<file path="config.mk">
export PLATFORM = sky130hd
export DESIGN_NAME = alu_serial
export DESIGN_NICKNAME = d
export VERILOG_FILES = /design/src/rtl/alu_serial.sv
export SDC_FILE = /design/constraint.sdc
export NUM_CORES = 1
export LEC_CHECK = 0
export CAP_MARGIN = 10
export CORE_ASPECT_RATIO = 0.6
export CORE_UTILIZATION = 44
export CTS_BUF_LIST = sky130_fd_sc_hd__clkbuf_4 sky130_fd_sc_hd__clkbuf_8 sky130_fd_sc_hd__clkbuf_16
export CTS_CLUSTER_DIAMETER = 200
export CTS_CLUSTER_SIZE = 40
export DETAILED_ROUTE_END_ITERATION = 7
export GPL_TIMING_DRIVEN = 0
export HOLD_SLACK_MARGIN = 0.03
export PLACE_DENSITY = 0.69
export SETUP_SLACK_MARGIN = 0.2
export SYNTH_ARGS = -nofsm -noshare
export SYNTH_HDL_FRONTEND = slang
export SYNTH_SLANG_ARGS = --single-unit
</file>
<file path="constraint.sdc">
create_clock -name clk -period 6.35 [get_ports clk]
set_input_delay 1.27 -clock clk [delete_from_list [all_inputs] [get_ports clk]]
set_output_delay 1.27 -clock clk [all_outputs]
set_load 0.1 [all_outputs]
</file>
<file path="src/rtl/alu_serial.sv">
// Bit-serial 74382-style ALU: processes one ALU_W-bit slice per clock across a
// CHAIN_W-bit operand pair, with valid/ready handshakes on both sides.
module alu_serial #(
    parameter int CHAIN_W = 16,
    parameter int ALU_W   = 4
) (
    input  logic               clk,
    input  logic               rst_n,
    input  logic               in_valid,
    output logic               in_ready,
    input  logic [2:0]         sel,
    input  logic               carry_in,
    input  logic [CHAIN_W-1:0] port_a,
    input  logic [CHAIN_W-1:0] port_b,
    output logic               out_valid,
    input  logic               out_ready,
    output logic [CHAIN_W-1:0] result,
    output logic               overflow,
    output logic               carry_out
);

    localparam int N  = CHAIN_W / ALU_W;
    localparam int CW = (N > 1) ? $clog2(N) : 1;
    localparam logic [CW-1:0] LAST = CW'(N - 1);

    generate
        if (ALU_W < 1 || CHAIN_W < ALU_W || (CHAIN_W % ALU_W) != 0) begin : g_bad_params
            $error("alu_serial: CHAIN_W must be a nonzero multiple of ALU_W");
        end
    endgenerate

    typedef enum logic [1:0] {
        IDLE,
        BUSY,
        DONE
    } state_t;

    state_t state_reg, state_next;

    logic [2:0]         sel_reg;
    logic               carry_reg;
    logic [CHAIN_W-1:0] a_reg;
    logic [CHAIN_W-1:0] b_reg;
    logic [CHAIN_W-1:0] acc_reg;
    logic [CHAIN_W-1:0] result_reg;
    logic [CW-1:0]      cnt_reg;
    logic               overflow_reg;
    logic               carry_out_reg;

    logic               accept;
    logic               last_slice;

    // Slice datapath: operands always sit in the low slice of the shift registers
    logic [ALU_W-1:0]   slice_a, slice_b;
    logic [ALU_W-1:0]   op_a, op_b;
    logic [ALU_W-1:0]   slice_res;
    logic [ALU_W:0]     sum;
    logic               arith;
    logic               msb_cin;
    logic               slice_carry;
    logic               slice_ovf;
    logic [CHAIN_W-1:0] acc_next;

    assign slice_a = a_reg[ALU_W-1:0];
    assign slice_b = b_reg[ALU_W-1:0];

    always_comb begin
        op_a = slice_a;
        op_b = slice_b;
        case (sel_reg)
            3'b001:  op_a = ~slice_a;
            3'b010:  op_b = ~slice_b;
            default: ;
        endcase
    end

    assign sum   = {1'b0, op_a} + {1'b0, op_b} + {{ALU_W{1'b0}}, carry_reg};
    assign arith = (sel_reg == 3'b001) || (sel_reg == 3'b010) || (sel_reg == 3'b011);

    always_comb begin
        slice_res = sum[ALU_W-1:0];
        case (sel_reg)
            3'b000:  slice_res = '0;
            3'b100:  slice_res = slice_a ^ slice_b;
            3'b101:  slice_res = slice_a | slice_b;
            3'b110:  slice_res = slice_a & slice_b;
            3'b111:  slice_res = '1;
            default: slice_res = sum[ALU_W-1:0];
        endcase
    end

    // Carry into the MSB recovered from the MSB sum bit and its two operand bits
    assign msb_cin     = sum[ALU_W-1] ^ op_a[ALU_W-1] ^ op_b[ALU_W-1];
    assign slice_carry = arith & sum[ALU_W];
    assign slice_ovf   = arith & (msb_cin ^ sum[ALU_W]);

    generate
        if (N == 1) begin : g_single
            assign acc_next = slice_res;
        end else begin : g_multi
            assign acc_next = {slice_res, acc_reg[CHAIN_W-1:ALU_W]};
        end
    endgenerate

    assign last_slice = (cnt_reg == LAST);

    always_comb begin
        state_next = state_reg;
        in_ready   = 1'b0;
        accept     = 1'b0;
        case (state_reg)
            IDLE: begin
                in_ready = 1'b1;
                if (in_valid) begin
                    accept     = 1'b1;
                    state_next = BUSY;
                end
            end
            BUSY: begin
                if (last_slice) begin
                    state_next = DONE;
                end
            end
            DONE: begin
                in_ready = out_ready;
                if (out_ready) begin
                    if (in_valid) begin
                        accept     = 1'b1;
                        state_next = BUSY;
                    end else begin
                        state_next = IDLE;
                    end
                end
            end
            default: state_next = IDLE;
        endcase
    end

    always_ff @(posedge clk or negedge rst_n) begin
        if (!rst_n) begin
            state_reg     <= IDLE;
            sel_reg       <= '0;
            carry_reg     <= 1'b0;
            a_reg         <= '0;
            b_reg         <= '0;
            acc_reg       <= '0;
            cnt_reg       <= '0;
            result_reg    <= '0;
            overflow_reg  <= 1'b0;
            carry_out_reg <= 1'b0;
        end else begin
            state_reg <= state_next;
            if (accept) begin
                sel_reg   <= sel;
                carry_reg <= carry_in;
                a_reg     <= port_a;
                b_reg     <= port_b;
                cnt_reg   <= '0;
            end else if (state_reg == BUSY) begin
                a_reg     <= a_reg >> ALU_W;
                b_reg     <= b_reg >> ALU_W;
                carry_reg <= slice_carry;
                acc_reg   <= acc_next;
                if (last_slice) begin
                    cnt_reg       <= '0;
                    result_reg    <= acc_next;
                    overflow_reg  <= slice_ovf;
                    carry_out_reg <= slice_carry;
                end else begin
                    cnt_reg <= cnt_reg + CW'(1);
                end
            end
        end
    end

    assign out_valid = (state_reg == DONE);
    assign result    = result_reg;
    assign overflow  = overflow_reg;
    assign carry_out = carry_out_reg;

endmodule

</file>
# Word-level counts from Yosys, hierarchy flattened
# Cells that the tools add are included.
dict set report word_totals {
  reg_bits 74
  out_inout_bits 20
  wordCells 66
}
dict set report op_classes {
  addsub 3
  eq_ne 13
  n_mux 21
  bitwise_logic 11
  reduce_logical 8
}
# operator n
set ops {}
lappend ops {{$mux 16} 4}
lappend ops {{$pmux 4 s5} 1}
lappend ops {{$eq 3x3->1 const B} 4}
lappend ops {{$mux 2} 6}
lappend ops {{$mux 4} 2}
lappend ops {{$not 4->4} 2}
lappend ops {{$eq 3x2->1 const B} 2}
lappend ops {{$pmux 2 s3} 1}
lappend ops {{$reduce_and 3->1} 2}
lappend ops {{$add 4x4->5} 1}
lappend ops {{$add 5x1->5} 1}
lappend ops {{$mux 1} 5}
lappend ops {{$and 4x4->4} 1}
lappend ops {{$eq 2x2->1 const B} 2}
lappend ops {{$ne 2x2->1 const B} 2}
lappend ops {{$or 4x4->4} 1}
lappend ops {{$pmux 1 s2} 2}
lappend ops {{$xor 4x4->4} 1}
lappend ops {{$eq 3x1->1 const B} 1}
lappend ops {{$logic_not 3->1} 1}
lappend ops {{$xor 1x1->1} 3}
lappend ops {{$add 2x1->2 const B} 1}
lappend ops {{$and 1x1->1} 2}
lappend ops {{$eq 2x1->1 const B} 1}
lappend ops {{6 further kinds} 7}

# Longest topological paths before layout
dict set report logic_depth {
  depth_word 8
  depth_mapped 11
  ltp_nobuf 11
}

# Least setup slack after synthesis
# Ideal clock, no wire load.
dict set report synth_path {
  path_type {input -> output}
  startpoint {input out_ready}
  endpoint {output in_ready}
  arrival_time_ns 2.565
  setup_slack_ns 2.515
  cell_stages 2
  cell_sequence {nor2b_1 -> nor2_1}
}
dict set report synth_between {
  elab_chain_len 1
}
# element line_no
set synth_rtl {}
lappend synth_rtl {{start, declared} 16} ;# input logic out_ready,
lappend synth_rtl {{$pmux 1 s2} 111} ;# case (state_reg)
lappend synth_rtl {{end, declared} 10} ;# output logic in_ready,
# No other way between the ends.

# Worst setup path after layout
# Ends and elaborated chain as after synthesis.

==> run summary <==
Status -> finished, final reports clean
Final Util -> 59.6%
Worst path cell trace -> clkdlybuf4s50_1 > nor2b_1 > nor2_1 > clkdlybuf4s50_1
Most frequent cells after synthesis -> 104 x nand2_1, 70 x dfrtp_1, 28 x o21ai_0, 22 x a22oi_1, 15 x mux2_2
Multi-input gate area -> 0.00145 mm2
DR iter-0 viols -> 181
Met2 usage -> 30.8%
Synthesized area -> 0.00335 mm2
CP max-delay cell -> clkdlybuf4s50_1
Port bufs -> 59
Detail Placement HPWL -> 5.42 mm
Core Rows -> 24
Max frequency -> 0.228 GHz
Ranking of synthesized cells by area -> dfrtp_1 52%, nand2_1 12%, mux2_2 5.0%, a22oi_1 4.9%, ha_1 4.5%
Synthesized Nets -> 396
First-pass GRT wire length -> 12.8 mm
Final period util -> 69.0%
Post-DR vias/cell -> 4.96
Startpoint type of the worst setup path -> input port
Crit path required time -> 5080 ps
Antenna-violating nets left -> 0
Count of cell types in the netlist -> 33
Pin count of the biggest net entering global routing -> 71
Number of remaining DRC errors -> 0
Crit-path most repeated cell -> clkdlybuf4s50_1
# nets final -> 466
Die footprint -> 0.00798 mm2
RSZ-0062 raised after global routing -> no
Hold crit path type -> reg2reg
Final Hold Vio Count -> 0
I/O pins -> 60
Crit path largest cell delay -> 1150 ps
CP arrival -> 3110 ps
Synth Instances -> 342
Dpl cells -> 505
Fin cells -> 519
Yosys top cell area share -> 52.3%
Most common cell in the synthesized netlist -> nand2_1
Final Wtd Congestion -> 0.800
Post-synth ARST share -> 100%
Finish-stage setup viols -> 0
Initial Util -> 45.7%
Final wirelength -> 7.56 mm
Grt peak-use layer -> met1
WHS -> 471 ps
Seq/Total Area, Yosys -> 52.3%
Final slew viol count -> 0
TNS Setup -> 0 ps
CTS tree -> built
CP max FO -> 3
Crit. End Element -> output pin
Mean post-synth cell area -> 9.80 um2
H-tree depth -> 3
CTS root buf -> clkbuf_16
Setup bufs post-CTS -> 0
Post-DR wirelength/cell -> 14.6 um
Die Span X -> 115 um
Ant diodes -> 0
Share of cells above drive strength 1 -> 12.5%
Deepest clock path buffer count -> 2
Num CTS Buffers -> 9
Worst slew margin -> 34.5%
Post-synthesis register bit count -> 70
CTS sink cnt -> 70
Initial antenna violation count -> 0
Met3 usage -> 7.78%
Fill cells -> 649
Final worst path period need -> 4380 ps
Sequential cell area -> 0.00175 mm2
Synthesis-to-layout area growth -> 30.3%
Yosys top cell by area -> dfrtp_1
Die Y -> 69.6 um
Flop2flop setup slack -> 3470 ps
Worst Clk Skew -> 4.41 ps
Post-synth EDFFs -> 0
CTS resizes -> 0
Met1 Use GR -> 31.1%
Vias in the first global route -> 2621
Hold_buf cts -> 0
Synth Warn # -> 0
GRT Residual Overflow -> 0
Core ar. -> 0.00733 mm2
Synth Flop Type -> dfrtp_1
Clock insertion delay at the later pin of the skew report -> 330 ps
Kind of critical path -> in2out
Via Count -> 2576
Worst-path clk slew -> 50 ps
Worst-Margin Slew -> 980 ps
Tot GR Track Use -> 21.5%
Number of max-cap violations -> 0
First-pass DRT Iterations -> 4
==> worst max-delay path, delay by kind of cell <==
family                 cells  cell delay [ps]
and+or+nand+nor            2              170
buffers and inverters      2             1670
==> metal layers <==
metal | routed length (um) | vias up
met4 | 35 | 0
met5 | 0 | -
li1 | - | 1272
met3 | 422 | 4
met2 | 3200 | 66
met1 | 3900 | 1234
==> final timing paths <==
path	from	endpoint	cells past startpoint
setup reg to reg	sel_reg[1]	overflow	11
max in group asynchronous	rst_n	result[3]	1
min in group asynchronous	rst_n	sel_reg[2]	1
setup / recovery	out_ready	in_ready	4
hold / removal	acc_reg[6]	acc_reg[6]	2
hold reg to reg	acc_reg[6]	acc_reg[6]	2
==> kinds of logic (layout without fill, tap and decap cells) <==
family                   Yosys count  count (layout)  synth area share, %
AND/OR/NAND/NOR                  132             132                 16.2
flip-flops                        70              70                 52.3
AO/OA/AOI/OAI                     66              66                 12.4
buffers and inverters             32             105                 4.40
multiplexers                      15              15                 5.04
adder cells (fa/ha/maj)           14              14                 5.67
XOR/XNOR                          13              13                 4.03
==> metrics by stage <==
stage	area (um2)	setup WS [ps]
floorplan	3350	2520
global placement	4070	1660
detailed placement	4070	1970
CTS	4370	1950
global route	4370	1920
finish	4370	1970
==> placed cells by master (no fill, tap or decap), types with 3 or more instances in the layout <==
master	synthesis	routed
nor2_1	12	12
a22oi_1	22	22
a221o_1	3	3
xnor2_1	10	10
inv_1	13	13
nor2b_1	6	6
clkbuf_16	0	9
mux2_2	15	15
ha_1	12	12
nand2_1	104	104
a21oi_1	7	7
buf_2	13	13
clkbuf_1	3	3
o21ai_0	28	28
nand2b_1	3	3
clkdlybuf4s50_1	0	58
dfrtp_1	70	70
==> area by class of cell <==
cell class / count / area share, %
well taps: 104 / 2.98
inverters: 13 / 1.12
clock buffers: 13 / 6.13
multi-input cells: 240 / 33.3
plain buffers: 19 / 2.26
flip-flops and latches: 70 / 40.1
clock inverters: 1 / 0.687
repair buffers: 59 / 13.5
Power is not shown: default switching activity piles up to over one toggle a cycle in this logic, so the estimate is an artifact.
